## src/rtl/bit_stream_tx.sv

```systemverilog
// Serializer that frames each accepted payload word as: sync pattern, payload
// (both MSB first), then one even-parity bit, with back-to-back frames allowed.
module bit_stream_tx #(
  parameter int                  SYNC_LEN  = 7,
  parameter logic [SYNC_LEN-1:0] SYNC_WORD = 7'b1001001,
  parameter int                  DATA_W    = 8
) (
  input  logic              clk,
  input  logic              rst_n,
  input  logic [DATA_W-1:0] data_in,
  input  logic              data_valid,
  output logic              data_ready,
  output logic              dout,
  output logic              frame_start,
  output logic [1:0]        state
);

  localparam int MAX_LEN = (SYNC_LEN > DATA_W) ? SYNC_LEN : DATA_W;
  localparam int CNT_W   = (MAX_LEN > 1) ? $clog2(MAX_LEN) : 1;
  localparam int SH_W    = SYNC_LEN - 1 + DATA_W;

  typedef enum logic [1:0] {
    IDLE   = 2'd0,
    SYNC   = 2'd1,
    DATA   = 2'd2,
    PARITY = 2'd3
  } state_t;

  state_t            st;
  logic [SH_W-1:0]   sh;
  logic [CNT_W-1:0]  cnt;
  logic              par;
  logic              accept;

  function automatic logic even_parity(input logic [DATA_W-1:0] d);
    return ^d;
  endfunction

  // Ready is gated by rst_n so it drops immediately while reset is held.
  assign data_ready = rst_n && ((st == IDLE) || (st == PARITY));
  assign accept     = data_valid && data_ready;
  assign state      = st;

  // The first sync bit goes straight to dout at accept; the rest of the sync
  // pattern and the payload share one shift register, MSB leaving first.
  // cnt holds the number of bits of the current phase still to follow.
  always_ff @(posedge clk or negedge rst_n) begin
    if (!rst_n) begin
      st          <= IDLE;
      dout        <= 1'b0;
      frame_start <= 1'b0;
      sh          <= '0;
      cnt         <= '0;
      par         <= 1'b0;
    end else begin
      frame_start <= 1'b0;
      case (st)
        IDLE, PARITY: begin
          if (accept) begin
            st          <= SYNC;
            dout        <= SYNC_WORD[SYNC_LEN-1];
            frame_start <= 1'b1;
            sh          <= {SYNC_WORD[SYNC_LEN-2:0], data_in};
            cnt         <= CNT_W'(SYNC_LEN - 1);
            par         <= even_parity(data_in);
          end else begin
            st   <= IDLE;
            dout <= 1'b0;
          end
        end
        SYNC: begin
          dout <= sh[SH_W-1];
          sh   <= {sh[SH_W-2:0], 1'b0};
          if (cnt == '0) begin
            st  <= DATA;
            cnt <= CNT_W'(DATA_W - 1);
          end else begin
            cnt <= cnt - CNT_W'(1);
          end
        end
        DATA: begin
          if (cnt == '0) begin
            st   <= PARITY;
            dout <= par;
          end else begin
            dout <= sh[SH_W-1];
            sh   <= {sh[SH_W-2:0], 1'b0};
            cnt  <= cnt - CNT_W'(1);
          end
        end
        default: begin
          st   <= IDLE;
          dout <= 1'b0;
        end
      endcase
    end
  end

endmodule
```

## config.mk

```make
export PLATFORM = sky130hd
export DESIGN_NAME = bit_stream_tx
export DESIGN_NICKNAME = d
export VERILOG_FILES = /design/src/rtl/bit_stream_tx.sv
export SDC_FILE = /design/constraint.sdc
export NUM_CORES = 1
export LEC_CHECK = 0
export CAP_MARGIN = 20
export CORE_ASPECT_RATIO = 1.25
export CORE_UTILIZATION = 56
export DETAILED_ROUTE_END_ITERATION = 12
export PLACE_DENSITY = 0.93
export SYNTH_ARGS = -nofsm -noshare
export SYNTH_HDL_FRONTEND = slang
export SYNTH_SLANG_ARGS = --single-unit
```

## constraint.sdc

```tcl
create_clock -name clk -period 2.4 [get_ports clk]
set_input_delay 0.36 -clock clk [delete_from_list [all_inputs] [get_ports clk]]
set_output_delay 0.36 -clock clk [all_outputs]
set_load 0.01 [all_outputs]
```

==> reports/qor.txt <==
largest net degree at the start of global routing = 25
die width = 41.98 um
Slew HR = 68.29%
Reg area = 550.5 um^2
top cells by area, synth = dfrtp_1, mux2i_1, xnor2_1, ha_1, nor2_1
# resized after CTS = 0
crit-path max FO = 3
Power Total = 1.983 mW
Die Y = 51.97 um
Worst-Margin Slew = 0.4746 ns
Placer Congestion = 0.7435
count leader, synth = dfrtp_1
worst path buffer plus inverter count = 2
DIE AREA = 2181 um^2
Yosys top cell area share = 49.22%
Cell variety after synth = 28
Fin Setup TNS = 0 ns
vias in the first global route = 829
worst setup path start = state[0]
GRT Total Usage = 22.28%
Worst path max stage delay = 0.55 ns
Crit path arrival time = 1.79 ns
Clk pin slew, worst setup/hold paths = 0.12 ns
I/O Pins = 16
worst-skew pair later-pin latency = 0.31 ns
Vias/cell = 5.951
Worst setup SP type = flip-flop
Period Utilization, post-route = 89.49%
grt ovf = 0
DRC = 0
skew final = 0.006279 ns
worst vdd ir = 1.034 mV
Yosys reg bits = 22
post-synthesis cell count = 105
Initial Utilization = 61.15%
kind of critical path = reg2out
crit-path cells = inv_1, ha_1, and2_1, clkdlybuf4s50_1
CTS sink count = 22
Clock Path Buffers = 2
Fill cells = 136
P&R area growth vs syn = 19.69%
Nets = 139
critical path required time = 2.04 ns
Yosys top cell by area = dfrtp_1
first-pass GRT wire length = 3601 um
critical path's top delay family = buffers and inverters
CTS tree = built
Synth top cells by count = dfrtp_1, nor2_1, a21oi_1
Setup-failing EPs final = 0
fmax = 465.6 MHz
RSZ-0062 raised after global routing = no
initial antenna violation count = 0
Detail Route Antenna Nets = 0
syn avg cell area = 10.65 um^2
Post-CTS Setup Inserts = 0
critical path capture point type = output port
HPWL after DPL = 1538 um
Hold Path Class = in2async
final instance area = 1339 um^2
pins over their slew limit = 0
num rows = 17
min cycle time layout = 2.148 ns
post-synthesis sequential area ratio = 49.22%
Post-synth EDFFs = 0
yosys warns = 0
CTS Hold Bufs = 0
Worst path slowest cell = clkdlybuf4s50_1
Post-Syn Area = 1119 um^2
r2r startpoint = state[0]
Clock Tree Root = clkbuf_4
post-DR wirelength/cell = 14.58 um
PortBufs = 15
area of the multi-input gates = 524.3 um^2
Core Region = 1829 um^2
First-pass DRT Iterations = 4
detailed-route via count = 845
CTS Buf Count = 3
Max-Cap Viols = 0
H-tree level count = 1
outcome = finished, final reports clean
Total Wirelength = 2071 um
layout cell share with drive strength beyond 1 = 8.943%
Top FF cell, synth = dfrtp_1
Mapped Nets = 120
diode count = 0
final hold vios = 0
PwrDens = 1481 nW/um^2
placed cell area = 1286 um^2
Iter 0 DRT Violations = 12
Leakage Power = 0.5907 nW
async set-reset flop share out of synthesis = 100.0%
## layout by cell type (no fill, tap or decap), types with 2 or more instances in the layout
| master | netlist | final |
|---|---|---|
| a21oi_1 | 8 | 8 |
| a21oi_2 | 2 | 2 |
| a22o_1 | 4 | 4 |
| buf_4 | 0 | 2 |
| clkbuf_4 | 0 | 3 |
| clkdlybuf4s50_1 | 0 | 15 |
| dfrtp_1 | 22 | 22 |
| ha_1 | 4 | 4 |
| inv_1 | 6 | 6 |
| mux2i_1 | 7 | 7 |
| nand2_1 | 7 | 7 |
| nand3_1 | 4 | 4 |
| nor2_1 | 12 | 12 |
| o21ai_0 | 3 | 3 |
| o22a_1 | 3 | 3 |
| xnor2_1 | 7 | 7 |
## final cells by class
cell class | count | area share, %
clock buffer | 3 | 1.682
inverter | 6 | 1.682
timing repair buffer | 17 | 12.34
multi-input combinational | 74 | 39.16
sequential | 22 | 41.12
tap | 19 | 1.776
clock inverter | 1 | 2.243
## kinds of logic after synthesis
| logic type | count (synthesis) | share of synthesized area, % |
|---|---|---|
| AND/OR/NAND/NOR | 29 | 12.08 |
| AO/OA/AOI/OAI | 26 | 17.56 |
| flip-flops | 22 | 49.22 |
| buffers and inverters | 9 | 3.915 |
| multiplexers | 8 | 7.271 |
| XOR/XNOR | 7 | 5.481 |
| adder cells (fa/ha/maj) | 4 | 4.474 |
## per-layer routing
layer  GRT usage (%)  vias to the layer above  wire length, um
li1                -                      402                -
met1           26.59                      412              862
met2           39.32                       25             1077
met3           3.125                        6               72
met4           10.75                        0               58
met5               0                        -                0
## worst reg2reg max path, delay by kind of cell (launching register included)
| kind | cells | cell delay, ns |
|---|---|---|
| simple gates | 1 | 0.08 |
| flops | 1 | 0.39 |
| compound gates | 2 | 0.58 |
| buf+inv | 2 | 0.29 |
| fa+ha+maj | 1 | 0.31 |
## through the flow
stage / util [%] / hold WS (ns) / instances / worst slack, ns
after CTS: 73.19 / 0.4390 / 142 / 0.2302
after floorplan: - / 0.06441 / 105 / 0.6873
final: 73.19 / 0.4197 / 142 / 0.2522
after global placement: 70.31 / 0.4585 / 138 / 0.3807
after global routing: 73.19 / 0.4544 / 142 / 0.1794
after detailed placement: 70.31 / 0.4808 / 138 / 0.3072
## where the power goes
part	internal [mW]	leakage, nW	switching, mW
clock network	0.169	0.0279	0.110
registers	0.555	0.262	0.105
logic	0.482	0.301	0.562
## state kept, by name (all words and copies together), names as in the netlist
| name | count |
|---|---|
| state | 2 |
| sh | 14 |
| cnt | 3 |
| dout | 1 |
| par | 1 |
| frame_start | 1 |
## worst paths after layout
| check | end | slack, ns | cells past startpoint |
|---|---|---|---|
| max reg2reg | sh[3] | 0.66 | 6 |
| max | data_ready | 0.25 | 4 |
| min reg2reg | sh[8] | 0.51 | 1 |
| max in group asynchronous | sh[6] | 1.75 | 2 |
| min | dout | 0.42 | 2 |
| min in group clk | sh[8] | 0.51 | 1 |
Note: power is estimated with default switching activity, not from simulation.
